===== config.mk =====
export PLATFORM = sky130hd
export DESIGN_NAME = hamming_decoder_datapath
export DESIGN_NICKNAME = d
export VERILOG_FILES = /design/src/rtl/hamming_decoder_datapath_pkg.sv /design/src/rtl/hamming_decoder_datapath_syndrome.sv /design/src/rtl/hamming_decoder_datapath.sv
export SDC_FILE = /design/constraint.sdc
export NUM_CORES = 1
export LEC_CHECK = 0
export BUFFER_PORTS_ARGS = -buffer_cell sky130_fd_sc_hd__buf_2
export CORE_UTILIZATION = 34
export DETAILED_ROUTE_END_ITERATION = 8
export GPL_ROUTABILITY_DRIVEN = 0
export PLACE_DENSITY = 0.54
export SYNTH_ARGS = -nofsm -noshare
export SYNTH_HDL_FRONTEND = slang
export SYNTH_SLANG_ARGS = --single-unit

===== constraint.sdc =====
create_clock -name CLK -period 2.91 [get_ports CLK]
set_input_delay 0.1455 -clock CLK [delete_from_list [all_inputs] [get_ports CLK]]
set_output_delay 0.1455 -clock CLK [all_outputs]
set_load 0.005 [all_outputs]

===== src/rtl/hamming_decoder_datapath_pkg.sv =====
// Shared constants for the (15,11) Hamming receive datapath.
package hamming_decoder_datapath_pkg;

  localparam int unsigned CW_WIDTH   = 15;
  localparam int unsigned DATA_WIDTH = 11;
  localparam int unsigned SYN_WIDTH  = 4;

  // Hamming positions (1-based) of the parity bits; entry b covers syndrome bit b.
  localparam logic [SYN_WIDTH-1:0] PARITY_POS [SYN_WIDTH] = '{4'd1, 4'd2, 4'd4, 4'd8};

  // Hamming positions (1-based) of d0..d10, shared with the transmit encoder.
  localparam logic [SYN_WIDTH-1:0] DATA_POS [DATA_WIDTH] = '{
    4'd3, 4'd5, 4'd6, 4'd7, 4'd9, 4'd10, 4'd11, 4'd12, 4'd13, 4'd14, 4'd15
  };

  typedef enum logic {
    OUT_IDLE,
    OUT_ACTIVE
  } out_state_t;

endpackage


===== src/rtl/hamming_decoder_datapath_syndrome.sv =====
// Combinational syndrome computation and single-bit correction of one codeword.
module hamming_syndrome_corrector
  import hamming_decoder_datapath_pkg::*;
(
  input  logic [CW_WIDTH-1:0]   word,
  output logic [SYN_WIDTH-1:0]  syndrome,
  output logic [DATA_WIDTH-1:0] data
);

  logic [CW_WIDTH-1:0] fixed;

  // Syndrome bit b is the parity of every position whose index has bit b set.
  always_comb begin
    syndrome = '0;
    for (int unsigned b = 0; b < SYN_WIDTH; b++) begin
      for (int unsigned i = 0; i < CW_WIDTH; i++) begin
        if ((SYN_WIDTH'(i + 1) & PARITY_POS[b]) != '0) begin
          syndrome[b] = syndrome[b] ^ word[i];
        end
      end
    end
  end

  // Flip the bit named by a nonzero syndrome, then gather the data positions.
  always_comb begin
    fixed = word;
    if (syndrome != '0) begin
      fixed[syndrome - SYN_WIDTH'(1)] = ~word[syndrome - SYN_WIDTH'(1)];
    end
    data = '0;
    for (int unsigned i = 0; i < DATA_WIDTH; i++) begin
      data[i] = fixed[DATA_POS[i] - SYN_WIDTH'(1)];
    end
  end

endmodule


===== src/rtl/hamming_decoder_datapath.sv =====
// (15,11) Hamming receive stage: deserialize, correct, re-serialize data bits.
module hamming_decoder_datapath
  import hamming_decoder_datapath_pkg::*;
(
  input  logic                 CLK,
  input  logic                 REST,
  input  logic                 DEVICE_EN,
  input  logic                 SERIAL_IN,
  output logic                 SERIAL_OUT,
  output logic                 OUT_VALID,
  output logic                 FRAME_DONE,
  output logic                 ERR_FLAG,
  output logic [SYN_WIDTH-1:0] ERR_POS
);

  logic [CW_WIDTH-2:0]   rx_sr;
  logic [SYN_WIDTH-1:0]  rx_cnt;
  logic [DATA_WIDTH-1:0] out_sr;
  logic [SYN_WIDTH-1:0]  out_cnt;
  logic [CW_WIDTH-1:0]   rx_word;
  logic [SYN_WIDTH-1:0]  dec_syn;
  logic [DATA_WIDTH-1:0] dec_data;
  logic                  load;
  logic                  last_out_bit;
  out_state_t            state, state_next;

  // The current line bit completes the word on the decode edge.
  assign rx_word      = {rx_sr, SERIAL_IN};
  assign load         = DEVICE_EN && (rx_cnt == SYN_WIDTH'(CW_WIDTH - 1));
  assign last_out_bit = (out_cnt == SYN_WIDTH'(DATA_WIDTH - 1));

  hamming_syndrome_corrector u_corrector (
    .word     (rx_word),
    .syndrome (dec_syn),
    .data     (dec_data)
  );

  // Receive shifter and bit counter; DEVICE_EN low pauses without aborting.
  always_ff @(posedge CLK or negedge REST) begin
    if (!REST) begin
      rx_sr  <= '0;
      rx_cnt <= '0;
    end else if (DEVICE_EN) begin
      rx_sr  <= {rx_sr[CW_WIDTH-3:0], SERIAL_IN};
      rx_cnt <= load ? '0 : rx_cnt + SYN_WIDTH'(1);
    end
  end

  // Decode results and the frame-done strobe.
  always_ff @(posedge CLK or negedge REST) begin
    if (!REST) begin
      ERR_FLAG   <= 1'b0;
      ERR_POS    <= '0;
      FRAME_DONE <= 1'b0;
    end else begin
      FRAME_DONE <= load;
      if (load) begin
        ERR_FLAG <= (dec_syn != '0);
        ERR_POS  <= dec_syn;
      end
    end
  end

  // Output state register.
  always_ff @(posedge CLK or negedge REST) begin
    if (!REST) begin
      state <= OUT_IDLE;
    end else begin
      state <= state_next;
    end
  end

  // Output window control: a fresh load always (re)starts the window.
  always_comb begin
    state_next = state;
    case (state)
      OUT_IDLE:   if (load) state_next = OUT_ACTIVE;
      OUT_ACTIVE: if (!load && last_out_bit) state_next = OUT_IDLE;
      default:    state_next = OUT_IDLE;
    endcase
  end

  // Output shifter, d10 first; free-running regardless of DEVICE_EN.
  always_ff @(posedge CLK or negedge REST) begin
    if (!REST) begin
      out_sr  <= '0;
      out_cnt <= '0;
    end else if (load) begin
      out_sr  <= dec_data;
      out_cnt <= '0;
    end else if (state == OUT_ACTIVE) begin
      out_sr  <= {out_sr[DATA_WIDTH-2:0], 1'b0};
      out_cnt <= out_cnt + SYN_WIDTH'(1);
    end
  end

  // Serial output is forced low outside the valid window.
  always_comb begin
    OUT_VALID  = (state == OUT_ACTIVE);
    SERIAL_OUT = OUT_VALID & out_sr[DATA_WIDTH-1];
  end

endmodule


==> metrics.yaml, run 1 <==
vias: 1875
syn_area_sq_um: 2540
end_kind: "flop"
root_buffer: "clkbuf_8"
final.setup.tns_ps: 0
drc: 0
synth-async-reset-ratio_pct: 100
clk_pin_slew_ps: 80
whs_ps: -19.4
finalHoldViolations: 40
n_antenna_cell: 0
viasPerCell: 5.08
initial_core_util_pct: 35.0
ys_warn_count: 0
synth_top_family_by_area: "simple AND/OR/NAND/NOR gates"
rows: 31
yosys.area_share.simple_pct: 14.2
yosys.cell_count.top_type: "dfrtp_1"
core_sq_um: 7250
setup_violations: 0
synth_compound_area_share_pct: 12.6
rsz0062_at_grt: "false"
seq_area_sq_um: 1000
synth_top_cell_by_area: "dfrtp_1"
seq_area_frac_synth_pct: 39.4
period_share_pct: 95.8
violations: "hold timing"
wire_per_inst_um: 15.0
tightest_slew_ps: 910
cp_cell_sequence: "xor3_2, xnor2_2, ha_1, inv_1, ha_4, mux4_2, nand2_1, or4b_1, o311a_1"
worstPathRequired_ps: 3090
die_w_um: 88.5
busiest_layer: "met2"
postRouteWirelength_mm: 5.54
synth.ff_latch_count: 40
die_h_um: 88.5
slew_headroom_pct: 39.3
synth_edf_count: 0
numCtsBuffers: 5
hpwlAfterDp_mm: 4.00
grt_pass1_vias: 1762
syn_inst: 237
multi_input_area_sq_um: 1500
grt_max_degree: 41
grt_pass1_wl_mm: 9.07
cts_tree: "done"
netlist.area_leader.share_pct: 39.4
cpMaxStageDelayCell: "or4b_1"
antenna_found_initial: 0
maxCapViolCount: 0
fin_skew_ps: 3.21
min_period_ps: 2790
reg2reg_slack_ps: 120
r2r-end: "out_sr[4]"
layout-drive-gt1-share_pct: 28.5
final_area_sq_um: 3020
insertion_delay_ps: 290
cpPeakStageDelay_ps: 470
hold_class: "in -> async"
cp_max_fo: 6
fmax_mhz: 359
grt_overflow_total: 0
htreeDepth: 2
synth_area_leaders: "dfrtp_1, mux2i_1, mux2_2"
startpoint_type: "flop"
ant_nets: 0
synth_common_cells: "dfrtp_1, nand2_1, mux2i_1"
grt_use_met3_pct: 3.08
grt_usage_pct: 15.4
status: "complete, but fails checks"
syn_to_final_growth_pct: 18.8
met1_usage_pct: 20.5
avgSynthCellArea_sq_um: 10.7
cp_data_arrival_time_ps: 2970
met2_usage_pct: 25.6
synth_nets: 249
port_buffers: 11
reg2reg_depth: 9
synth_mux_area_share_pct: 13.1
nets: 281
slew_violations: 0
fillers: 713
drt_pass1_iterations: 4
post_synth_num_cell_types: 56
cts_sinks: 40
drt-initial-drc-count: 116
dieArea_sq_um: 7820
cts.path.max_buffers: 2
synth_fa_ha_area_share_pct: 3.94
synthXorXnorAreaFrac_pct: 12.6
io_pins: 12
synth_ff_type: "dfrtp_1"
criticalPathCategory: "reg -> reg"
placed_area_sq_um: 2830
regToRegStartpoint: "rx_sr[9]"
==> routing by layer <==
| layer | up-vias | part of all wire [%] |
|---|---|---|
| li1 | 916 | - |
| met1 | 907 | 49 |
| met2 | 45 | 46 |
| met3 | 7 | 3.6 |
| met4 | 0 | 1.5 |
| met5 | - | 0 |
==> flip-flops by register name, indices dropped and copies added (netlist names) <==
| register | flops |
|---|---|
| ERR_FLAG | 1 |
| rx_cnt | 4 |
| ERR_POS | 4 |
| OUT_VALID | 1 |
| out_cnt | 4 |
| out_sr | 11 |
| FRAME_DONE | 1 |
| rx_sr | 14 |
==> cell type report <==
cell class / instances / area share (%)
Clock buffer: 6 / 2.40
Clock inverter: 2 / 1.16
Inverter: 11 / 1.53
Multi-Input combinational cell: 175 / 49.6
Sequential cell: 40 / 33.2
Tap cell: 99 / 4.10
Timing Repair Buffer: 36 / 8.04
==> kinds of logic after synthesis <==
logic type,Yosys count
adders and majority gates,8
muxes,29
buffers and inverters,23
AOI/OAI and AO/OA,39
xor gates and xnor gates,24
DFF,40
and+or+nand+nor,74
==> worst max-delay path by stage <==
stage                      endpoint  slack (ps)  cells past startpoint  startpoint
after CTS                 out_sr[4]          40                      8    rx_sr[5]
after global routing      out_sr[4]           2                     10    rx_sr[3]
final                     out_sr[4]         120                      9    rx_sr[9]
after global placement    out_sr[4]         100                      8    rx_sr[5]
after detailed placement  out_sr[4]          60                      8    rx_sr[5]
after floorplan           out_sr[4]         0.7                     11    rx_sr[9]
==> placed cells by master, fill, tap and decap left out, drive strengths merged, types with 9 or more instances in the layout <==
cell / n
inv: 9
mux2i: 15
mux2: 12
nand2: 29
nor3: 9
buf: 36
o21ai: 10
xnor2: 9
nor2: 14
dfrtp: 40
==> critical path, delay by kind of cell, from the launching register on <==
family,cells,cell delay (ps)
flip-flops,1,400
XOR/XNOR,2,590
multiplexers,1,330
adder cells (fa/ha/maj),2,580
AO/OA/AOI/OAI,1,140
AND/OR/NAND/NOR,2,560
buffers and inverters,1,80
==> repair_timing <==
action / CTS / global route
endpoints found under the hold margin: 0 / 0
setup endpoints to repair: 0 / 4
hold buffers: 0 / 0
buffers inserted: 0 / 6
resized for setup: 0 / 4
==> metrics by stage <==
| stage | util, % | cells | setup slack, ps |
|---|---|---|---|
| after detailed placement | 39.0 | 354 | 60.3 |
| after global placement | 39.0 | 354 | 102 |
| after CTS | 40.5 | 362 | 42.9 |
| final | 41.6 | 369 | 124 |
| after floorplan | - | 237 | 0.748 |
| after global routing | 41.6 | 369 | 2.48 |
Power of run 1 is not shown: default switching activity piles up to over one toggle a cycle in this logic, so the estimate is an artifact.
==> run 2: changes to the inputs <==
--- a/config.mk
+++ b/config.mk
@@ -10,6 +10,7 @@
 export DETAILED_ROUTE_END_ITERATION = 8
 export GPL_ROUTABILITY_DRIVEN = 0
 export PLACE_DENSITY = 0.54
+export RECOVER_POWER = 100
 export SYNTH_ARGS = -nofsm -noshare
 export SYNTH_HDL_FRONTEND = slang
 export SYNTH_SLANG_ARGS = --single-unit
==> metrics.yaml, run 2 (synthesis gave the netlist of run 1 again) <==
status: "complete, but fails checks"
violations: "capacitance limit, slew limit"
drt_pass1_iterations: 4
grt_pass1_vias: 1762
cts_sinks: 40
antenna_found_initial: 0
grt_usage_pct: 15.4
crit_family: "XOR/XNOR gates"
rows: 31
port_buffers: 11
grt_max_degree: 41
hpwlAfterDp_mm: 4.00
syn_to_final_growth_pct: 17.3
cpPeakStageDelay_ps: 470
final.setup.tns_ps: 0
setup_violations: 0
viasPerCell: 5.04
final_cell_mix: "dfrtp_1, nand2_1, buf_4"
tightest_slew_ps: 2210
htreeDepth: 2
cp_num_buf_inv: 1
die_h_um: 88.5
insertion_delay_ps: 290
hold_class: "in -> reg"
min_period_ps: 2790
core_sq_um: 7250
maxCapViolCount: 1
worstPathRequired_ps: 3090
vias: 1858
drt-initial-drc-count: 114
regMostFlops: "rx_sr"
layout-drive-gt1-share_pct: 23.7
die_w_um: 88.5
slew_violations: 41
nets: 281
finalHoldViolations: 0
largest_reg_flops: 14
clk_pin_slew_ps: 80
postRouteWirelength_mm: 5.52
startpoint_type: "flop"
final_common_cell: "dfrtp_1"
criticalPathCategory: "reg -> reg"
fmax_mhz: 359
cts.path.max_buffers: 2
cp_max_fo: 6
grt_pass1_wl_mm: 9.07
cts_tree: "done"
cpMaxStageDelayCell: "xor3_2"
final_area_sq_um: 2980
period_share_pct: 95.9
initial_core_util_pct: 35.0
slew_headroom_pct: -47.3
io_pins: 12
top_regs: "rx_sr: 14 flops, out_sr: 11 flops"
end_kind: "flop"
cp_data_arrival_time_ps: 2970
placed_area_sq_um: 2830
rsz0062_at_grt: "false"
grt_overflow_total: 0
fin_skew_ps: 2.67
wire_per_inst_um: 15.0
numCtsBuffers: 5
ant_nets: 0
n_antenna_cell: 0
dieArea_sq_um: 7820
drc: 0
cp_cell_sequence: "xor3_2, xnor2_2, ha_1, inv_1, ha_4, mux4_2, nand2_1, or4b_1, o311a_1"
root_buffer: "clkbuf_8"
[run 2: final timing paths]
kind / startpoint / endpoint / slack [ps] / cells past startpoint
max in group asynchronous: REST / rx_sr[4] / 980 / 1
hold / removal: SERIAL_IN / rx_sr[0] / 150 / 2
hold reg to reg: ERR_POS[3] / ERR_POS[3] / 470 / 2
setup reg to reg: rx_sr[5] / out_sr[4] / 120 / 9
setup / recovery: rx_sr[5] / out_sr[4] / 120 / 9
min in group asynchronous: REST / OUT_VALID / 500 / 1
[run 2: repair_timing]
action                     CTS  global route
hold buffers                 0             0
resized for setup            0             4
hold endpoints to repair     0             0
setup buffers                0             6
setup endpoints to repair    0             4
[run 2: final cells by class]
cell class                 instances  area (sq um)
sequential                        40          1000
fill                             720          4270
clock buffer                       6          72.6
inverter                          11          46.3
clock inverter                     2          35.0
timing repair buffer              36           216
tap                               99           124
multi-input combinational        175          1490
[run 2: per-stage QoR]
stage | util (%) | hold WS, ps | instances | worst slack, ps
finish | 41.1 | 146 | 369 | 121
detailed placement | 39.0 | 335 | 354 | 60.3
CTS | 40.5 | 15.1 | 362 | 42.9
global route | 41.1 | 146 | 369 | 1.48
floorplan | - | -150 | 237 | 0.748
global placement | 39.0 | 329 | 354 | 102
[run 2: routing by layer]
metal | vias to the layer above | global-route usage [%] | wire [um]
li1 | 922 | - | -
met1 | 889 | 20.5 | 2650
met2 | 40 | 25.6 | 2580
met5 | - | 0 | 0
met3 | 7 | 3.08 | 198
met4 | 0 | 3.96 | 85
Power of run 2 is left out for the same reason.
==> run 3: changes to the inputs <==
--- a/config.mk
+++ b/config.mk
@@ -13,4 +13,5 @@
 export RECOVER_POWER = 100
 export SYNTH_ARGS = -nofsm -noshare
 export SYNTH_HDL_FRONTEND = slang
+export SYNTH_HIERARCHICAL = 1
 export SYNTH_SLANG_ARGS = --single-unit
==> constraint.sdc (replaced) <==
create_clock -name CLK -period 2.91 [get_ports CLK]
set_input_delay 0.1455 -clock CLK [delete_from_list [all_inputs] [get_ports CLK]]
set_output_delay 0.1455 -clock CLK [all_outputs]
set_load 0.01 [all_outputs]
==> metrics.yaml, run 3 <==
status: "complete, but fails checks"
violations: "capacitance limit, slew limit"
vias: 1670
grt_usage_pct: 14.3
cts.path.max_buffers: 2
cp_max_fo: 7
ant_nets: 0
grt_max_degree: 41
syn_area_sq_um: 2490
synth_common_cells: "dfrtp_1, nand2_1, mux2_2"
min_period_ps: 2730
synth-async-reset-ratio_pct: 100
wire_per_inst_um: 13.6
initial_core_util_pct: 35.8
fmax_mhz: 367
antenna_found_initial: 0
finalHoldViolations: 0
port_buffers: 11
cts_tree: "done"
io_pins: 12
period_share_pct: 93.8
htreeDepth: 2
dieArea_sq_um: 7660
nets: 267
die_w_um: 87.5
final_cell_mix: "dfrtp_1, nand2_1, mux2_2"
maxCapViolCount: 1
synth_area_leaders: "dfrtp_1, mux2_2, mux2i_1"
root_buffer: "clkbuf_8"
layout-drive-gt1-share_pct: 28.7
rsz0062_at_grt: "false"
cp_data_arrival_time_ps: 2890
synth_top_cell_by_area: "dfrtp_1"
drt-initial-drc-count: 53
grt_pass1_wl_mm: 8.26
slew_violations: 41
hold_class: "in -> reg"
die_h_um: 87.5
tightest_slew_ps: 2160
criticalPathCategory: "reg -> reg"
yosys.cell_count.top_type: "dfrtp_1"
slew_headroom_pct: -44.3
ys_warn_count: 6
worstPathRequired_ps: 3080
seq_area_frac_synth_pct: 40.3
cts_sinks: 40
syn_to_final_growth_pct: 16.1
hpwlAfterDp_mm: 3.31
synth_ff_type: "dfrtp_1"
final_common_cell: "dfrtp_1"
clk_pin_slew_ps: 80
synth.ff_latch_count: 40
regMostFlops: "rx_sr"
fin_skew_ps: 4.02
rows: 30
setup_violations: 0
postRouteWirelength_mm: 4.74
avgSynthCellArea_sq_um: 11.1
final.setup.tns_ps: 0
insertion_delay_ps: 290
synth_nets: 237
drc: 0
grt_overflow_total: 0
synth_edf_count: 0
viasPerCell: 4.77
n_antenna_cell: 0
syn_inst: 223
largest_reg_flops: 14
post_synth_num_cell_types: 40
drt_pass1_iterations: 4
top_regs: "rx_sr: 14 flops, out_sr: 11 flops"
reg2reg_slack_ps: 180
core_sq_um: 6940
netlist.area_leader.share_pct: 40.3
startpoint_type: "flop"
grt_pass1_vias: 1699
numCtsBuffers: 5
end_kind: "flop"
[run 3: area by class of cell]
cell class,count,area (sq um)
inverter,7,31.3
clock inverter,1,30.0
fill,686,4060
timing repair buffer,31,171
sequential,40,1000
multi-input combinational,168,1440
clock buffer,7,96.3
tap,96,120
[run 3: worst paths after layout]
path / start / endpoint / cells after the start
max in group asynchronous: REST / out_sr[10] / 1
min reg2reg: ERR_POS[1] / ERR_POS[1] / 2
max reg2reg: rx_sr[7] / out_sr[4] / 12
min: SERIAL_IN / rx_sr[0] / 2
max: rx_sr[7] / out_sr[4] / 12
min in group asynchronous: REST / rx_cnt[2] / 1
[run 3: logic make-up after synthesis]
group / after synthesis / share of synthesized area (%)
XOR/XNOR: 27 / 11.8
AND/OR/NAND/NOR: 61 / 11.4
buffers and inverters: 15 / 3.47
AO/OA/AOI/OAI: 27 / 7.30
multiplexers: 43 / 20.8
adder cells (fa/ha/maj): 10 / 5.03
flip-flops: 40 / 40.3
[run 3: metal layers]
layer	up-vias	part of all wire, %	routed length [um]	track usage (%)
met3	4	3.0	141	3.98
met2	28	44	2070	22.1
met5	-	0	0	0
met1	814	53	2490	19.5
met4	0	0.74	35	4.02
li1	824	-	-	-
[run 3: what timing repair did]
item,4_1_cts,5_1_grt
setup buffers,0,3
hold buffers,0,0
gates resized for setup,0,10
setup endpoints to repair,0,10
[run 3: through the flow]
stage          setup slack (ps)  instance area (sq um)  hold WS [ps]  util, %  cells
3_3_place_gp               69.2                   2730           337     39.3    339
6_report                    182                   2890           139     41.6    350
5_1_grt                    1.54                   2890           134     41.6    350
4_1_cts                    13.1                   2860          6.96     41.1    347
2_1_floorplan               177                   2490          -150        -    223
3_5_place_dp               35.4                   2730           332     39.3    339
[run 3: critical path, cell delays in order, from the launching register on]
cell	delay, ps
dfrtp_1	410
xnor2_2	200
xnor2_1	150
xnor2_1	100
ha_2	400
buf_4	160
clkinvlp_4	150
o21ai_2	180
and3_4	230
o211a_1	170
mux2_4	300
nand2_1	50
o21ai_0	90
Power of run 3 is left out for the same reason.
